**src/rtl/pipe_pkg.sv**
```systemverilog
// Shared definitions for the pipeline hazard/stall logic: FSM encoding,
// register-zero constant and the control words driven to the front end.
package pipe_pkg;

  typedef enum logic {
    RUN     = 1'b0,
    MD_BUSY = 1'b1
  } hz_state_t;

  localparam logic [4:0] REG_ZERO = 5'd0;

  // Front-end control word: register enables plus the NOP-insertion controls.
  typedef struct packed {
    logic pc_write;
    logic ifid_write;
    logic idex_write;
    logic idex_bubble;
    logic ifid_flush;
  } ctrl_t;

  // Normal flow: everything advances, nothing is squashed.
  localparam ctrl_t CTRL_RUN      = '{pc_write: 1'b1, ifid_write: 1'b1, idex_write: 1'b1,
                                      idex_bubble: 1'b0, ifid_flush: 1'b0};
  // NOP fill: front end frozen, ID/EX and IF/ID loaded with NOPs (held in reset).
  localparam ctrl_t CTRL_NOP_FILL = '{pc_write: 1'b0, ifid_write: 1'b0, idex_write: 1'b0,
                                      idex_bubble: 1'b1, ifid_flush: 1'b1};
  // Load-use: hold PC and IF/ID one cycle, push a NOP bubble into EX.
  localparam ctrl_t CTRL_LOAD_USE = '{pc_write: 1'b0, ifid_write: 1'b0, idex_write: 1'b1,
                                      idex_bubble: 1'b1, ifid_flush: 1'b0};
  // Taken branch: load the target, squash the two younger instructions.
  localparam ctrl_t CTRL_BRANCH   = '{pc_write: 1'b1, ifid_write: 1'b1, idex_write: 1'b1,
                                      idex_bubble: 1'b1, ifid_flush: 1'b1};
  // Mul/div occupying EX: the whole front end freezes.
  localparam ctrl_t CTRL_MD_STALL = '{pc_write: 1'b0, ifid_write: 1'b0, idex_write: 1'b0,
                                      idex_bubble: 1'b0, ifid_flush: 1'b0};

endpackage

```
**src/rtl/hazard_stall_unit_md_countdown.sv**
```systemverilog
// Mul/div occupancy countdown: loadable down-counter that flags its final cycle.
module md_countdown #(
  parameter int CW = 4
) (
  input  logic          clk,
  input  logic          rst_n,
  input  logic          load,
  input  logic [CW-1:0] load_val,
  input  logic          dec,
  output logic [CW-1:0] cnt,
  output logic          done
);

  // Load on mul/div entry, count down while busy, never wrap below zero.
  always_ff @(posedge clk or negedge rst_n) begin
    if (!rst_n) begin
      cnt <= '0;
    end else if (load) begin
      cnt <= load_val;
    end else if (dec && (cnt != '0)) begin
      cnt <= cnt - 1'b1;
    end
  end

  assign done = (cnt == CW'(1));

endmodule

```
**src/rtl/hazard_stall_unit.sv**
```systemverilog
// Hazard/stall unit: load-use bubbles, mul/div front-end freeze, branch flush,
// and a saturating count of cycles in which the PC was held.
//
// Handshake note: there is no valid/ready pair here; every output is a
// per-cycle level that the pipeline registers consume on the next rising edge.
module hazard_stall_unit
  import pipe_pkg::*;
#(
  parameter int MD_LAT = 4,
  parameter int CNT_W  = 16
) (
  input  logic             clk,
  input  logic             rst_n,
  input  logic [4:0]       IFID_rs,
  input  logic [4:0]       IFID_rt,
  input  logic             IFID_use_rt,
  input  logic [4:0]       IDEX_rt,
  input  logic             IDEX_memread,
  input  logic             IDEX_md,
  input  logic             branch_taken,
  output logic             pc_write,
  output logic             ifid_write,
  output logic             idex_write,
  output logic             idex_bubble,
  output logic             ifid_flush,
  output logic             md_done,
  output logic [CNT_W-1:0] stall_cycles,
  output logic             fsm_state
);

  localparam int MDW = 4;

  hz_state_t        state, next_state;
  ctrl_t            ctrl;
  logic             load_use;
  logic             md_load, md_dec, md_last;
  logic [MDW-1:0]   md_cnt;

  assign load_use = IDEX_memread && (IDEX_rt != REG_ZERO) &&
                    ((IDEX_rt == IFID_rs) || (IFID_use_rt && (IDEX_rt == IFID_rt)));

  md_countdown #(.CW(MDW)) u_md_countdown (
    .clk      (clk),
    .rst_n    (rst_n),
    .load     (md_load),
    .load_val (MDW'(MD_LAT - 1)),
    .dec      (md_dec),
    .cnt      (md_cnt),
    .done     (md_last)
  );

  // State register.
  always_ff @(posedge clk or negedge rst_n) begin
    if (!rst_n) state <= RUN;
    else        state <= next_state;
  end

  // Next state and front-end controls; priority: reset, mul/div, branch, load-use.
  always_comb begin
    ctrl       = CTRL_RUN;
    next_state = state;
    md_load    = 1'b0;
    md_dec     = 1'b0;
    md_done    = 1'b0;
    if (!rst_n) begin
      ctrl       = CTRL_NOP_FILL;
      next_state = RUN;
    end else begin
      case (state)
        RUN: begin
          if (IDEX_md) begin
            ctrl       = CTRL_MD_STALL;
            md_load    = 1'b1;
            next_state = MD_BUSY;
          end else if (branch_taken) begin
            ctrl = CTRL_BRANCH;
          end else if (load_use) begin
            ctrl = CTRL_LOAD_USE;
          end
        end
        MD_BUSY: begin
          ctrl   = CTRL_MD_STALL;
          md_dec = 1'b1;
          if (md_last) begin
            md_done    = 1'b1;
            next_state = RUN;
          end
        end
        default: next_state = RUN;
      endcase
    end
  end

  assign pc_write    = ctrl.pc_write;
  assign ifid_write  = ctrl.ifid_write;
  assign idex_write  = ctrl.idex_write;
  assign idex_bubble = ctrl.idex_bubble;
  assign ifid_flush  = ctrl.ifid_flush;
  assign fsm_state   = state;

  // Count held-PC cycles, saturating at all ones.
  always_ff @(posedge clk or negedge rst_n) begin
    if (!rst_n) begin
      stall_cycles <= '0;
    end else if (!pc_write && (stall_cycles != {CNT_W{1'b1}})) begin
      stall_cycles <= stall_cycles + 1'b1;
    end
  end

endmodule

```
**config.mk**
```make
export PLATFORM = sky130hd
export DESIGN_NAME = hazard_stall_unit
export DESIGN_NICKNAME = d
export VERILOG_FILES = /design/src/rtl/pipe_pkg.sv /design/src/rtl/hazard_stall_unit_md_countdown.sv /design/src/rtl/hazard_stall_unit.sv
export SDC_FILE = /design/constraint.sdc
export NUM_CORES = 1
export LEC_CHECK = 0
export CORE_ASPECT_RATIO = 0.7
export CORE_MARGIN = 2
export CORE_UTILIZATION = 49
export CTS_BUF_LIST = sky130_fd_sc_hd__clkbuf_4 sky130_fd_sc_hd__clkbuf_8
export DETAILED_ROUTE_END_ITERATION = 6
export GPL_ROUTABILITY_DRIVEN = 0
export GPL_TIMING_DRIVEN = 0
export PLACE_DENSITY = 0.88
export SYNTH_ARGS = -nofsm -noshare
export SYNTH_HDL_FRONTEND = slang
export SYNTH_SLANG_ARGS = --single-unit
```
**constraint.sdc**
```tcl
create_clock -name clk -period 3.6 [get_ports clk]
set_input_delay 0.72 -clock clk [delete_from_list [all_inputs] [get_ports clk]]
set_output_delay 0.72 -clock clk [all_outputs]
set_load 0.01 [all_outputs]
```
==> reports/results.txt <==
Status -> complete, no violations
Worst slew pin tran -> 611 ps
Post-synth top cells -> dfrtp_1, nand2_1, nor2_1, xnor2_1, xor2_1
CTS Hold Bufs -> 0
Leak Pwr -> 0.707 nW
Layout area overhead -> 42.4%
CTS buffer count -> 3
Global Route Usage Sum -> 0.225
Drt pass-1 iters -> 4
DRC -> 0
Die W -> 63.1 um
Final nets -> 198
Power per cell area -> 595 nW/um^2
Max VDD drop -> 0.000470 V
Most frequent cell after synthesis -> dfrtp_1
CP max FO -> 3
Detailed Route Iter0 Violations -> 39
Max Clk Rate -> 0.287 GHz
Critical path class -> in -> out
Primary FF master, synth -> dfrtp_1
Vias -> 1,066
WP data arrival -> 2770 ps
Worst setup SP type -> input port
Initial antenna violation count -> 0
Grt total ovfl -> 0
Final wirelength -> 2850 um
Endpoints failing hold -> 0
Full die area -> 2870 um^2
# diodes -> 0
Clk sink count -> 21
Final period util -> 0.969
Vias in the first global route -> 1,102
First-pass GRT wire length -> 4930 um
DR top layer -> met4
Max cap viols -> 0
H-tree depth -> 1
Mapped Cells -> 126
Initial Utilization -> 0.539
Sequential area share after synthesis -> 0.438
Syn Area/Cell -> 9.52 um^2
Setup TNS -> 0 ps
Syn Nets -> 150
Deepest clock path buffer count -> 2
Synth top area share -> 0.438
Core area -> 2220 um^2
DR WL/cell -> 13.9 um
Die Height -> 45.4 um
Final ANT Viol Nets -> 0
DR WL met3 -> 182 um
Final setup viols -> 0
RSZ-0062 raised after global routing -> no
CTS tree -> done
Root Driver -> clkbuf_4
Clock Latency Late Sink -> 310 ps
Total number of yosys warnings -> 0
Met1 wire length -> 1370 um
Post-synth EDFFs -> 0
Ys async rst share -> 1.00
Minimum clock period -> 3490 ps
Leading area contributor after synthesis -> dfrtp_1
Relative slew slack -> 0.593
Fraction of layout cells with a size suffix above 1 -> 0.0751
Tot Pwr -> 0.00102 W
Largest net degree at the start of global routing -> 29
Drt via density -> 5.20
Final Slew Violations -> 0
Clock transition at the registers of the reported paths -> 130 ps
Critical path required time -> 2880 ps
#FFs+latches synth -> 21
Post-Syn Area -> 1200 um^2
Final setup skew -> 11.8 ps
CP endpoint kind -> output port
Rows -> 14
Port Buffers -> 43
Hold WC Path Type -> in -> async
Post-synth cell types -> 29
# IOs -> 44
Met2 routed WL -> 1290 um
Top cells by area, synth -> dfrtp_1, xnor2_1, xor2_1
Hpwl dp -> 2200 um
-- cells by family after synthesis --
| logic type | Yosys count | synth area share |
|---|---|---|
| DFF | 21 | 0.438 |
| adders and majority gates | 3 | 0.0313 |
| muxes | 1 | 0.00938 |
| xor gates and xnor gates | 28 | 0.204 |
| buffers and inverters | 7 | 0.0313 |
| and+or+nand+nor | 55 | 0.211 |
| AOI/OAI and AO/OA | 11 | 0.0751 |
-- layer usage --
| metal | track usage | vias up |
|---|---|---|
| li1 | - | 516 |
| met1 | 0.302 | 506 |
| met2 | 0.385 | 42 |
| met3 | 0.0594 | 2 |
| met4 | 0.0267 | 0 |
| met5 | 0 | - |
-- power breakdown --
| group | total [W] | leakage [nW] | internal (W) | switching [W] |
|---|---|---|---|---|
| Sequential | 0.000444 | 0.238 | 0.000329 | 0.000114 |
| Clock | 0.000115 | 0.0139 | 0.0000423 | 0.0000728 |
| Combinational | 0.000457 | 0.455 | 0.000260 | 0.000198 |
| Total | 0.00102 | 0.707 | 0.000631 | 0.000385 |
-- through the flow --
stage	std cells	area (um^2)	setup slack (ps)	utilization	hold WS, ps
CTS	205	1710	51.8	0.767	515
detailed placement	201	1670	-180	0.751	486
floorplan	126	1200	1060	-	424
global route	205	1710	48.8	0.768	421
finish	205	1710	112	0.768	401
global placement	201	1670	-164	0.751	484
-- cells in the final DEF (no fill, tap or decap), types with 2 or more instances in the layout --
master            n
nand3_1           3
clkbuf_4          3
nand4_1           5
ha_1              3
dlymetal6s2s_1    3
a31oi_1           2
nand2_1          18
inv_1             5
clkdlybuf4s50_1  39
nor3_1            7
nor2_1           15
o21ai_0           2
dfrtp_1          21
xor2_1           14
xnor2_1          14
-- registers in the layout, summed over array words and instances, names as in the netlist --
register	count
fsm_state	1
stall_cycles	16
u_md_countdown.cnt	4
-- cell type report --
cell class / count / area, um^2
multi-input combinational: 98 / 643
sequential: 21 / 526
fill: 175 / 515
timing repair buffer: 43 / 433
tap: 32 / 40.0
clock buffer: 3 / 22.5
buffer: 2 / 18.8
inverter: 5 / 18.8
clock inverter: 1 / 7.51
-- path summary, 6_finish.rpt --
check	end	slack, ps	start	cells after the start
worst max-delay path	pc_write	110	IDEX_rt[3]	7
worst min-delay path	stall_cycles[7]$_DFFE_PN0P_	400	rst_n	1
worst max register to register	stall_cycles[6]$_DFFE_PN0P_	1400	stall_cycles[0]$_DFFE_PN0P_	8
worst min register to register	stall_cycles[14]$_DFFE_PN0P_	510	stall_cycles[14]$_DFFE_PN0P_	1
max in group asynchronous	stall_cycles[14]$_DFFE_PN0P_	2800	rst_n	1
min in group clk	stall_cycles[14]$_DFFE_PN0P_	510	stall_cycles[14]$_DFFE_PN0P_	1
-- worst max-delay path, stage by stage --
cell,delay (ps)
clkdlybuf4s50_1,480
or4_1,500
o21ai_2,160
nand2b_1,150
o21a_1,140
buf_4,100
clkdlybuf4s50_1,510
-- what timing repair did --
item	CTS	global route
endpoints found under the hold margin	0	0
gates resized for setup	2	5
setup endpoints to repair	3	2
setup buffers	0	0
Note: power is estimated with default switching activity, not from simulation.
